--- src/rtl/st2110_eth_pkg.sv ---
// rtl/st2110_eth_pkg.sv - shared Ethernet framing constants, rx state enum and MAC helper
package st2110_eth_pkg;

  localparam int          ETH_HDR_BEATS  = 7;
  localparam logic [15:0] ETHERTYPE_IPV4 = 16'h0800;
  localparam logic [47:0] BROADCAST_MAC  = 48'hFFFF_FFFF_FFFF;

  typedef enum logic [1:0] {
    IDLE,
    HDR,
    PAYLOAD,
    DROP
  } rx_state_t;

  // Beat idx 0..2 of a MAC address as it appears on the 16-bit wire, first byte in [15:8]
  function automatic logic [15:0] mac_word(input logic [47:0] mac, input logic [2:0] idx);
    case (idx)
      3'd0:    mac_word = mac[47:32];
      3'd1:    mac_word = mac[31:16];
      default: mac_word = mac[15:0];
    endcase
  endfunction

endpackage

--- src/rtl/ethernet_rx_if.sv ---
// rtl/ethernet_rx_if.sv - wire-side beat stream in, RTP payload stream out
interface ethernet_rx_if;

  logic [15:0] eth_rx_data;
  logic        eth_rx_valid;
  logic        eth_rx_sop;
  logic        eth_rx_eop;

  logic [15:0] rtp_data;
  logic        rtp_valid;
  logic        rtp_sop;
  logic        rtp_eop;
  logic        rtp_err;

  modport master (
    output eth_rx_data, eth_rx_valid, eth_rx_sop, eth_rx_eop,
    input  rtp_data, rtp_valid, rtp_sop, rtp_eop, rtp_err
  );

  modport slave (
    input  eth_rx_data, eth_rx_valid, eth_rx_sop, eth_rx_eop,
    output rtp_data, rtp_valid, rtp_sop, rtp_eop, rtp_err
  );

endinterface

--- src/rtl/st2110_sat_cnt.sv ---
// rtl/st2110_sat_cnt.sv - 16-bit saturating incrementer with synchronous load
module st2110_sat_cnt (
  input  logic        clk,
  input  logic        rst_n,
  input  logic        load,
  input  logic [15:0] load_val,
  input  logic        inc,
  output logic [15:0] count
);

  always_ff @(posedge clk or negedge rst_n) begin
    if (!rst_n) begin
      count <= 16'h0000;
    end else if (load) begin
      count <= load_val;
    end else if (inc && (count != 16'hFFFF)) begin
      count <= count + 16'h0001;
    end
  end

endmodule

--- src/rtl/ethernet_rx.sv ---
// rtl/ethernet_rx.sv - Ethernet header filter: forwards matching payload beats, counts frames
module ethernet_rx
  import st2110_eth_pkg::*;
#(
  parameter logic [47:0] LOCAL_MAC         = 48'h02_00_00_00_00_01,
  parameter logic [15:0] ETHERTYPE         = ETHERTYPE_IPV4,
  parameter int          MAX_PAYLOAD_BEATS = 750
) (
  input  logic             clk,
  input  logic             rst_n,
  ethernet_rx_if.slave     bus,
  output logic [47:0]      rx_src_mac,
  output logic [15:0]      frames_ok,
  output logic [15:0]      frames_dropped
);

  localparam int             PW       = $clog2(MAX_PAYLOAD_BEATS + 1);
  localparam logic [2:0]     LAST_HDR = 3'(ETH_HDR_BEATS - 1);
  localparam logic [PW-1:0]  LAST_PAY = PW'(MAX_PAYLOAD_BEATS - 1);

  rx_state_t      state, state_n;
  logic [2:0]     beat_cnt, beat_n;
  logic           uc_miss, uc_miss_n, bc_miss, bc_miss_n;
  logic [PW-1:0]  pay_cnt, pay_n;
  logic           first_pay, first_n;
  logic [47:0]    src_shadow, src_n, mac_n;
  logic [15:0]    data_q, data_n;
  logic           valid_q, valid_n, sop_q, sop_n, eop_q, eop_n, err_q, err_n;
  logic           ok_inc, drop_inc;
  logic [2:0]     hdr_idx;
  logic           uc_cur, bc_cur;

  always_ff @(posedge clk or negedge rst_n) begin
    if (!rst_n) begin
      state      <= IDLE;
      beat_cnt   <= 3'd0;
      uc_miss    <= 1'b0;
      bc_miss    <= 1'b0;
      pay_cnt    <= '0;
      first_pay  <= 1'b0;
      src_shadow <= 48'h0;
      rx_src_mac <= 48'h0;
      data_q     <= 16'h0;
      valid_q    <= 1'b0;
      sop_q      <= 1'b0;
      eop_q      <= 1'b0;
      err_q      <= 1'b0;
    end else begin
      state      <= state_n;
      beat_cnt   <= beat_n;
      uc_miss    <= uc_miss_n;
      bc_miss    <= bc_miss_n;
      pay_cnt    <= pay_n;
      first_pay  <= first_n;
      src_shadow <= src_n;
      rx_src_mac <= mac_n;
      data_q     <= data_n;
      valid_q    <= valid_n;
      sop_q      <= sop_n;
      eop_q      <= eop_n;
      err_q      <= err_n;
    end
  end

  // Any sop restarts header parsing at beat 0, whatever state it arrives in
  assign hdr_idx = bus.eth_rx_sop ? 3'd0 : beat_cnt;
  assign uc_cur  = bus.eth_rx_sop ? 1'b0 : uc_miss;
  assign bc_cur  = bus.eth_rx_sop ? 1'b0 : bc_miss;

  always_comb begin
    state_n   = state;
    beat_n    = beat_cnt;
    uc_miss_n = uc_miss;
    bc_miss_n = bc_miss;
    pay_n     = pay_cnt;
    first_n   = first_pay;
    src_n     = src_shadow;
    mac_n     = rx_src_mac;
    data_n    = data_q;
    valid_n   = 1'b0;
    sop_n     = 1'b0;
    eop_n     = 1'b0;
    err_n     = 1'b0;
    ok_inc    = 1'b0;
    drop_inc  = 1'b0;

    if (bus.eth_rx_valid) begin
      if (bus.eth_rx_sop || (state == HDR)) begin
        if (bus.eth_rx_sop && (state == PAYLOAD)) begin
          data_n   = 16'h0;
          valid_n  = 1'b1;
          eop_n    = 1'b1;
          err_n    = 1'b1;
          drop_inc = 1'b1;
        end
        if (bus.eth_rx_sop && (state == HDR)) begin
          drop_inc = 1'b1;
        end
        state_n   = HDR;
        beat_n    = hdr_idx + 3'd1;
        uc_miss_n = uc_cur;
        bc_miss_n = bc_cur;
        // Unicast and broadcast are tracked separately so a mixed address never matches
        if (hdr_idx < 3'd3) begin
          uc_miss_n = uc_cur | (bus.eth_rx_data != mac_word(LOCAL_MAC, hdr_idx));
          bc_miss_n = bc_cur | (bus.eth_rx_data != mac_word(BROADCAST_MAC, hdr_idx));
        end
        case (hdr_idx)
          3'd3:    src_n[47:32] = bus.eth_rx_data;
          3'd4:    src_n[31:16] = bus.eth_rx_data;
          3'd5:    src_n[15:0]  = bus.eth_rx_data;
          default: ;
        endcase
        if (bus.eth_rx_eop) begin
          state_n  = IDLE;
          drop_inc = 1'b1;
        end else if (hdr_idx == LAST_HDR) begin
          if (!(uc_miss_n && bc_miss_n) && (bus.eth_rx_data == ETHERTYPE)) begin
            state_n = PAYLOAD;
            mac_n   = src_n;
            pay_n   = '0;
            first_n = 1'b1;
          end else begin
            state_n  = DROP;
            drop_inc = 1'b1;
          end
        end
      end else begin
        case (state)
          PAYLOAD: begin
            valid_n = 1'b1;
            data_n  = bus.eth_rx_data;
            sop_n   = first_pay;
            first_n = 1'b0;
            pay_n   = pay_cnt + 1'b1;
            if (bus.eth_rx_eop) begin
              eop_n   = 1'b1;
              ok_inc  = 1'b1;
              state_n = IDLE;
            end else if (pay_cnt == LAST_PAY) begin
              eop_n    = 1'b1;
              err_n    = 1'b1;
              drop_inc = 1'b1;
              state_n  = DROP;
            end
          end
          DROP: begin
            if (bus.eth_rx_eop) begin
              state_n = IDLE;
            end
          end
          default: ;
        endcase
      end
    end
  end

  assign bus.rtp_data  = data_q;
  assign bus.rtp_valid = valid_q;
  assign bus.rtp_sop   = sop_q;
  assign bus.rtp_eop   = eop_q;
  assign bus.rtp_err   = err_q;

  st2110_sat_cnt u_ok_cnt (
    .clk      (clk),
    .rst_n    (rst_n),
    .load     (1'b0),
    .load_val (16'h0000),
    .inc      (ok_inc),
    .count    (frames_ok)
  );

  st2110_sat_cnt u_drop_cnt (
    .clk      (clk),
    .rst_n    (rst_n),
    .load     (1'b0),
    .load_val (16'h0000),
    .inc      (drop_inc),
    .count    (frames_dropped)
  );

endmodule
--- src/flat_wrapper.sv ---
// flat-port wrapper written by rule: the top's interface ports become plain ports
module ethernet_rx_flat import st2110_eth_pkg::*;
#(
  parameter logic [47:0] LOCAL_MAC         = 48'h02_00_00_00_00_01,
  parameter logic [15:0] ETHERTYPE         = ETHERTYPE_IPV4,
  parameter int          MAX_PAYLOAD_BEATS = 750
)
  (clk, rst_n, rx_src_mac, frames_ok, frames_dropped, bus_eth_rx_data, bus_eth_rx_valid, bus_eth_rx_sop, bus_eth_rx_eop, bus_rtp_data, bus_rtp_valid, bus_rtp_sop, bus_rtp_eop, bus_rtp_err);
  ethernet_rx_if bus_i ();
  input  logic clk;
  input  logic rst_n;
  output logic [47:0] rx_src_mac;
  output logic [15:0] frames_ok;
  output logic [15:0] frames_dropped;
  input wire logic [$bits(bus_i.eth_rx_data)-1:0] bus_eth_rx_data;
  input wire logic [$bits(bus_i.eth_rx_valid)-1:0] bus_eth_rx_valid;
  input wire logic [$bits(bus_i.eth_rx_sop)-1:0] bus_eth_rx_sop;
  input wire logic [$bits(bus_i.eth_rx_eop)-1:0] bus_eth_rx_eop;
  output wire logic [$bits(bus_i.rtp_data)-1:0] bus_rtp_data;
  output wire logic [$bits(bus_i.rtp_valid)-1:0] bus_rtp_valid;
  output wire logic [$bits(bus_i.rtp_sop)-1:0] bus_rtp_sop;
  output wire logic [$bits(bus_i.rtp_eop)-1:0] bus_rtp_eop;
  output wire logic [$bits(bus_i.rtp_err)-1:0] bus_rtp_err;
  assign bus_i.eth_rx_data = bus_eth_rx_data;
  assign bus_i.eth_rx_valid = bus_eth_rx_valid;
  assign bus_i.eth_rx_sop = bus_eth_rx_sop;
  assign bus_i.eth_rx_eop = bus_eth_rx_eop;
  assign bus_rtp_data = bus_i.rtp_data;
  assign bus_rtp_valid = bus_i.rtp_valid;
  assign bus_rtp_sop = bus_i.rtp_sop;
  assign bus_rtp_eop = bus_i.rtp_eop;
  assign bus_rtp_err = bus_i.rtp_err;
  ethernet_rx #(.LOCAL_MAC(LOCAL_MAC), .ETHERTYPE(ETHERTYPE), .MAX_PAYLOAD_BEATS(MAX_PAYLOAD_BEATS)) u_core (.clk(clk), .rst_n(rst_n), .bus(bus_i), .rx_src_mac(rx_src_mac), .frames_ok(frames_ok), .frames_dropped(frames_dropped));
endmodule
--- config.mk ---
export PLATFORM = sky130hd
export DESIGN_NAME = ethernet_rx_flat
export DESIGN_NICKNAME = d
export VERILOG_FILES = /design/src/rtl/st2110_eth_pkg.sv /design/src/rtl/ethernet_rx_if.sv /design/src/rtl/st2110_sat_cnt.sv /design/src/rtl/ethernet_rx.sv /design/src/flat_wrapper.sv
export SDC_FILE = /design/constraint.sdc
export NUM_CORES = 1
export LEC_CHECK = 0
export BUFFER_PORTS_ARGS = -buffer_cell sky130_fd_sc_hd__buf_2
export CORE_MARGIN = 10
export CORE_UTILIZATION = 55
export CTS_BUF_LIST = sky130_fd_sc_hd__clkbuf_4
export CTS_CLUSTER_SIZE = 12
export DETAILED_ROUTE_END_ITERATION = 10
export PLACE_DENSITY = 0.78
export SLEW_MARGIN = 15
export SYNTH_ARGS = -nofsm -noshare
export SYNTH_HDL_FRONTEND = slang
export SYNTH_SLANG_ARGS = --single-unit
--- constraint.sdc ---
create_clock -name clk -period 3.35 [get_ports clk]
set_input_delay 0.335 -clock clk [delete_from_list [all_inputs] [get_ports clk]]
set_output_delay 0.335 -clock clk [all_outputs]
set_load 0.05 [all_outputs]
After elaboration in Yosys (flattened, before gate mapping)
Cells that the tools add are included.
Widths: inputs -> output; s select.
{"block": "classes", "add_sub_neg": 4, "multipliers": 0, "n_eq_ne": 20, "bitwise_logic": 3, "muxes": 66, "shifts": 0, "div_mod_pow": 0, "n_reduce_logical": 16, "order_cmp": 1}
{"op": "$mux 16", "count": 12}
{"op": "$mux 10", "count": 5}
{"op": "$mux 1", "count": 40}
{"op": "$add 16x1->16 const B", "count": 2}
{"op": "$ne 16x16->1", "count": 2}
{"op": "$ne 16x16->1 const B", "count": 2}
{"op": "$pmux 10 s2", "count": 1}
{"op": "$eq 16x12->1 const B", "count": 1}
{"op": "$mux 2", "count": 6}
{"op": "$add 10x1->10 const B", "count": 1}
{"op": "$eq 10x10->1 const B", "count": 1}
{"op": "$reduce_and 5->1", "count": 2}
{"op": "$eq 3x3->1 const B", "count": 3}
{"op": "$ne 2x2->1 const B", "count": 4}
{"op": "$logic_and 1x1->1", "count": 6}
{"op": "$eq 2x2->1 const B", "count": 2}
{"op": "$ne 4x3->1 const B", "count": 1}
{"op": "$pmux 2 s2", "count": 1}
{"op": "$reduce_and 4->1", "count": 1}
{"op": "$add 3x1->3 const B", "count": 1}
{"op": "$eq 3x1->1 const B", "count": 1}
{"op": "$eq 3x2->1 const B", "count": 1}
{"op": "$logic_not 3->1", "count": 1}
{"op": "$lt 3x2->1 const B", "count": 1}
{"op": "11 further kinds", "count": 12}
{"block": "totals", "in_bits": 21, "rom_bits": 0, "ff_bits": 166, "out_inout_bits": 100, "ram_bits": 0, "latchBits": 0, "mem_count": 0}

Longest topological paths before layout
{"block": "logic_depth", "depth_word": 20, "mapped_depth": 15}

Modules after synthesis
A second synthesis with hierarchy kept.
{"block": "unflattened", "cells_unflattened": 754, "area_unflattened_um2": 8425.6}
{"module": "ethernet_rx", "cells_each": 505, "n_inst": 1, "seq_area_each_um2": 3353.2, "area_each_um2": 6277.3}
{"module": "st2110_sat_cnt at u_core.u_ok_cnt", "cells_each": 124, "n_inst": 1, "seq_area_each_um2": 400.4, "area_each_um2": 1112.3}
{"module": "st2110_sat_cnt at u_core.u_drop_cnt", "cells_each": 125, "n_inst": 1, "seq_area_each_um2": 400.4, "area_each_um2": 1036.0}

Least setup slack after synthesis
No wires, ideal clock.
{"block": "synth_path", "kind": "input-to-reg", "from": "in bus_eth_rx_sop", "to": "reg u_core.u_drop_cnt.count[1]", "n_path_buf": 3, "t_arrival_ps": 3021, "path_slack_ps": 201, "setup_time_ps": 128, "path_stages": 12, "t_required_ps": 3222, "path_cell_list": "clkbuf_1 -> inv_1 -> clkbuf_1 -> buf_1 -> nand2_1 -> ha_1 -> xor2_1 -> nor4_1 -> o2bb2ai_1 -> a2111oi_4 -> or2_1 -> mux2_1"}
{"block": "synth_between", "elab_chain_len": 20, "elab_cells_between_ends": 34, "classes_between": "order compare (1); eq/ne (3); mux (20); bitwise (2); reduce/logical (8)"}
{"item": "start, declared", "line": "flat_wrapper.sv:17", "text": "input wire logic [$bits(bus_i.eth_rx_sop)-1:0] bus_eth_rx_sop;"}
{"item": "$mux 3", "line": "ethernet_rx.sv:66", "text": "assign hdr_idx = bus.eth_rx_sop ? 3'd0 : beat_cnt;"}
{"item": "$eq 3x1->1 / $logic_not 3->1 (equally long branches)", "line": "st2110_eth_pkg.sv:17", "text": "case (idx)"}
{"item": "$pmux 10 s2", "line": "st2110_eth_pkg.sv:17"}
{"item": "$mux 16", "line": "ethernet_rx.sv:104", "text": "if (hdr_idx < 3'd3) begin"}
{"item": "$mux 16", "line": "ethernet_rx.sv:88", "text": "if (bus.eth_rx_sop || (state == HDR)) begin"}
{"item": "$mux 16", "line": "ethernet_rx.sv:87", "text": "if (bus.eth_rx_valid) begin"}
{"item": "$ne 16x16->1", "line": "ethernet_rx.sv:105", "text": "uc_miss_n = uc_cur | (bus.eth_rx_data != mac_word(LOCAL_MAC, hdr_idx));"}
{"item": "$or 1x1->1", "line": "ethernet_rx.sv:105"}
{"item": "[4 not listed]"}
{"item": "$logic_not 1->1", "line": "ethernet_rx.sv:118", "text": "if (!(uc_miss_n && bc_miss_n) && (bus.eth_rx_data == ETHERTYPE)) begin"}
{"item": "$logic_and 1x1->1", "line": "ethernet_rx.sv:118"}
{"item": "$mux 1", "line": "ethernet_rx.sv:118"}
{"item": "$mux 1", "line": "ethernet_rx.sv:117", "text": "end else if (hdr_idx == LAST_HDR) begin"}
{"item": "$mux 1", "line": "ethernet_rx.sv:114", "text": "if (bus.eth_rx_eop) begin"}
{"item": "$mux 1 (*)", "line": "ethernet_rx.sv:88"}
{"item": "$mux 1 (*)", "line": "ethernet_rx.sv:87"}
{"item": "$logic_and 1x1->1 (*)", "line": "st2110_sat_cnt.sv:16", "text": "end else if (inc && (count != 16'hFFFF)) begin"}
{"item": "end signal, assigned", "line": "st2110_sat_cnt.sv:15", "text": "count <= load_val;"}
{"item": "end signal, assigned", "line": "st2110_sat_cnt.sv:17", "text": "count <= count + 16'h0001;"}
{"item": "end, declared", "line": "st2110_sat_cnt.sv:8", "text": "output logic [15:0] count"}
Every way passes the cells marked *; elsewhere a longest branch is shown, timed or not. The select of a mux whose other input is x is not followed.
A chain may end at the register's enable or synchronous reset.

Worst setup path in the final report
{"block": "layout_path", "from": "reg u_core.beat_cnt[1]", "to": "reg u_core.rx_src_mac[12]"}
{"block": "layout_between", "elab_chain_len": 15, "elab_cells_between_ends": 23, "classes_between": "order compare (1); eq/ne (4); mux (12); bitwise (1); reduce/logical (5)"}
{"item": "start, declared", "line": "ethernet_rx.sv:22", "text": "logic [2:0] beat_cnt, beat_n;"}
{"item": "start signal, assigned", "line": "ethernet_rx.sv:50", "text": "beat_cnt <= beat_n;"}
{"item": "$mux 3 (*)", "line": "ethernet_rx.sv:66"}
{"item": "$eq 3x1->1 / $logic_not 3->1 (equally long branches)", "line": "st2110_eth_pkg.sv:17"}
{"item": "$pmux 10 s2", "line": "st2110_eth_pkg.sv:17"}
{"item": "$mux 16", "line": "ethernet_rx.sv:104"}
{"item": "$mux 16", "line": "ethernet_rx.sv:88"}
{"item": "$mux 16", "line": "ethernet_rx.sv:87"}
{"item": "$ne 16x16->1", "line": "ethernet_rx.sv:105"}
{"item": "$or 1x1->1", "line": "ethernet_rx.sv:105"}
{"item": "$mux 1", "line": "ethernet_rx.sv:104"}
{"item": "$mux 1", "line": "ethernet_rx.sv:88"}
{"item": "$mux 1", "line": "ethernet_rx.sv:87"}
{"item": "$logic_and 1x1->1", "line": "ethernet_rx.sv:118"}
{"item": "$logic_not 1->1", "line": "ethernet_rx.sv:118"}
{"item": "$logic_and 1x1->1", "line": "ethernet_rx.sv:118"}
{"item": "$reduce_and 5->1 (no line)"}
{"item": "end signal, assigned", "line": "ethernet_rx.sv:56", "text": "rx_src_mac <= mac_n;"}
{"item": "end, declared", "line": "ethernet_rx.sv:12", "text": "output logic [47:0] rx_src_mac,"}
Marked as above.

==> impl_metrics.env <==
export IMPL_layout_commonest_cell="dfrtp_1"
export IMPL_fillCellCount=1074
export IMPL_worstSetupPathType="flip-flop to flip-flop"
export IMPL_cp_start_kind="flip-flop"
export IMPL_synth_edf_count=0
export IMPL_fin_util_pct=63.7
export IMPL_cellPowerDensity_mw_per_mm2=524
export IMPL_final_cells=977
export IMPL_die_x_um=137
export IMPL_pre_cts_slack_ns=0.314
export IMPL_finalNetCount=817
export IMPL_syn_area_per_cell_um2=10.9
export IMPL_clock_fmax_mhz=369
export IMPL_yosys_warnings=0
export IMPL_grt_pass1_vias=5477
export IMPL_reg2reg_from="u_core.beat_cnt[1]$_DFFE_PN0P_"
export IMPL_firstDrtPassIters=4
export IMPL_slew_headroom_pct=31.3
export IMPL_clk_pin_slew_ns=0.14
export IMPL_outcome="completed"
export IMPL_routed_via_density=5.47
export IMPL_end_kind="flip-flop"
export IMPL_dpl_cell_count=942
export IMPL_cap_violations=0
export IMPL_r2r_setup_slack_ns=0.64
export IMPL_setup_slack_ns=0.639
export IMPL_area_growth_pct=12.9
export IMPL_io_pins=121
export IMPL_globalRouteTotalUtil_pct=18.6
export IMPL_crit_fanout=96
export IMPL_drive_gt1_share_pct=26.6
export IMPL_dp_hpwl_um=12100
export IMPL_hp_class="input pin to flip-flop"
export IMPL_holdPathEnd="u_core.bus.rtp_data[7]$_DFFE_PN0P_"
export IMPL_netlist_instances=689
export IMPL_holdWs_ns=0.107
export IMPL_syn_area_mm2=0.00750
export IMPL_vdd_ir_drop_worst_mv=0.280
export IMPL_leakagePower_nw=4.38
export IMPL_place_congestion=0.824
export IMPL_cts_root_buf="clkbuf_4"
export IMPL_clock_sinks=166
export IMPL_finalClockSkew_ns=0.0196
export IMPL_final_cell_mix="dfrtp_1, buf_2, nand2_1, o21ai_0, mux2_2"
export IMPL_synth_nets=719
export IMPL_die_h_um=137
export IMPL_fp_row_count=42
export IMPL_htree_levels=4
export IMPL_wl_um=17000
export IMPL_min_path_cells=3
export IMPL_cts_buffers=17
export IMPL_ant_nets=0
export IMPL_start_util_pct=56.4
export IMPL_drv_slew=0
export IMPL_grt_max_degree=118
export IMPL_worstHoldStart="bus_eth_rx_data[7]"
export IMPL_finalSetupViolCount=0
export IMPL_drtIter0Drc=370
export IMPL_grt_pass1_wl_um=27700
export IMPL_hold_violations=0
export IMPL_cts_setup_buffers=0
export IMPL_cts_max_path_buffers=2
export IMPL_worstPathArrival_ns=3.13
export IMPL_cts_resized=0
export IMPL_rsz0062_at_grt="no"
export IMPL_port_buffer_count=120
export IMPL_tightest_slew_ns=1.03
export IMPL_seq_area_frac_synth_pct=55.4
export IMPL_wl_per_cell_um=17.4
export IMPL_core_mm2=0.0133
export IMPL_async_reset_ff_share_pct=100
export IMPL_fin_crit_ns=2.71
export IMPL_antenna_found_initial=1
export IMPL_crit_required_ns=3.77
export IMPL_drc=0
export IMPL_vias=5347
export IMPL_worstSkewPairLatency_ns=0.57
export IMPL_dominantRegCellSynth="dfrtp_1"
export IMPL_synth_distinct_cells=49
export IMPL_r2r_end="u_core.rx_src_mac[12]$_DFFE_PN0P_"
export IMPL_period_share_pct=80.9
export IMPL_cts_tree="yes"
export IMPL_gr_total_overflow=0
export IMPL_dieArea_mm2=0.0187
export IMPL_synth_seq_cells=166
export IMPL_setup_tns_ns=0
export IMPL_ff2ff_path_depth=9
-- how the worst max path moves through the flow --
| stage | start | endpoint | slack (ns) | depth (start not counted) |
|---|---|---|---|---|
| 2_1_floorplan | bus_eth_rx_sop | u_core.u_drop_cnt.count[1]$_DFFE_PN0P_ | 0.20 | 12 |
| 4_1_cts | u_core.beat_cnt[1]$_DFFE_PN0P_ | u_core.rx_src_mac[12]$_DFFE_PN0P_ | 0.66 | 9 |
| 3_5_place_dp | bus_eth_rx_sop | u_core.rx_src_mac[12]$_DFFE_PN0P_ | 0.31 | 11 |
| 6_report | u_core.beat_cnt[1]$_DFFE_PN0P_ | u_core.rx_src_mac[12]$_DFFE_PN0P_ | 0.64 | 9 |
| 5_1_grt | u_core.state[0]$_DFFE_PN0P_ | u_core.rx_src_mac[6]$_DFFE_PN0P_ | 0.50 | 7 |
| 3_3_place_gp | bus_eth_rx_sop | u_core.rx_src_mac[16]$_DFFE_PN0P_ | 0.50 | 11 |
-- synthesized netlist by cell type (3+ instances only) --
library cell	instances	share of area, %
a21oi_1	9	0.60
and3_1	3	0.25
buf_1	4	0.20
buf_2	4	0.27
buf_6	4	0.60
clkbuf_1	35	1.8
dfrtp_1	166	55
ha_1	9	1.5
inv_1	11	0.55
mux2_2	49	7.4
mux2i_1	48	6.4
nand2_1	113	5.7
nand3_1	19	1.3
nand4_1	16	1.3
nor2_1	25	1.3
nor3_1	15	1.0
nor3b_1	4	0.40
nor4_1	7	0.58
o21ai_0	74	4.9
xnor2_1	12	1.4
xor2_1	27	3.2
-- logic make-up after synthesis --
logic type / Yosys count / synth area share, %
buf+inv: 60 / 3.54
simple gates: 221 / 13.9
compound gates: 96 / 7.22
xor+xnor: 39 / 4.55
mux: 98 / 13.9
flops: 166 / 55.4
fa+ha+maj: 9 / 1.50
-- where the power goes --
part	internal (mW)	switching, mW	total, mW
Combinational	0.341	0.498	0.839
Clock	0.457	0.710	1.17
Sequential	2.26	0.177	2.43
-- through the flow --
stage / cell area [um2] / power, mW
3_3_place_gp: 8170 / 3.26
2_1_floorplan: 7500 / 3.06
3_5_place_dp: 8170 / 3.32
5_1_grt: 8470 / 4.66
4_1_cts: 8470 / 4.48
6_report: 8470 / 4.44
-- routing by layer --
layer / track usage, % / part of all wire [%] / vias to the layer above
met1: 23.8 / 44 / 2609
li1: - / - / 2575
met5: 0 / 0 / -
met4: 6.21 / 1.2 / 0
met3: 5.79 / 7.0 / 18
met2: 29.7 / 48 / 145
-- state kept, by name, indices dropped and copies added, names as in the netlist, 2 cells and up --
signal                   count
u_core.rx_src_mac           48
u_core.state                 2
u_core.u_drop_cnt.count     16
u_core.bus.rtp_data         16
u_core.beat_cnt              3
u_core.src_shadow           48
u_core.pay_cnt              10
u_core.u_ok_cnt.count       16
-- critical path, stage by stage (launching register included) --
cell	delay [ns]
dfrtp_1	0.41
nand2_1	0.11
ha_1	0.25
xor2_1	0.14
nor4_1	0.31
o2bb2ai_1	0.22
a211o_2	0.41
buf_4	0.36
nand2_1	0.18
o21ai_0	0.12
-- area by class of cell --
cell class                 instances  area [um2]  share of cell area (%)
tap                              176         220                    2.60
sequential                       166        4150                    49.0
clock buffer                      18         135                    1.60
inverter                          11        41.3                   0.487
timing repair buffer             128         684                    8.08
antenna                            1        2.50                  0.0295
clock inverter                    14         148                    1.74
multi-input combinational        463        3090                    36.4
-- what timing repair did --
| item | 4_1_cts | 5_1_grt |
|---|---|---|
| hold buffers | 2 | 0 |
| hold endpoints to repair | 117 | 0 |
| setup endpoints to repair | 0 | 0 |
(Power assumes the default switching activity.)
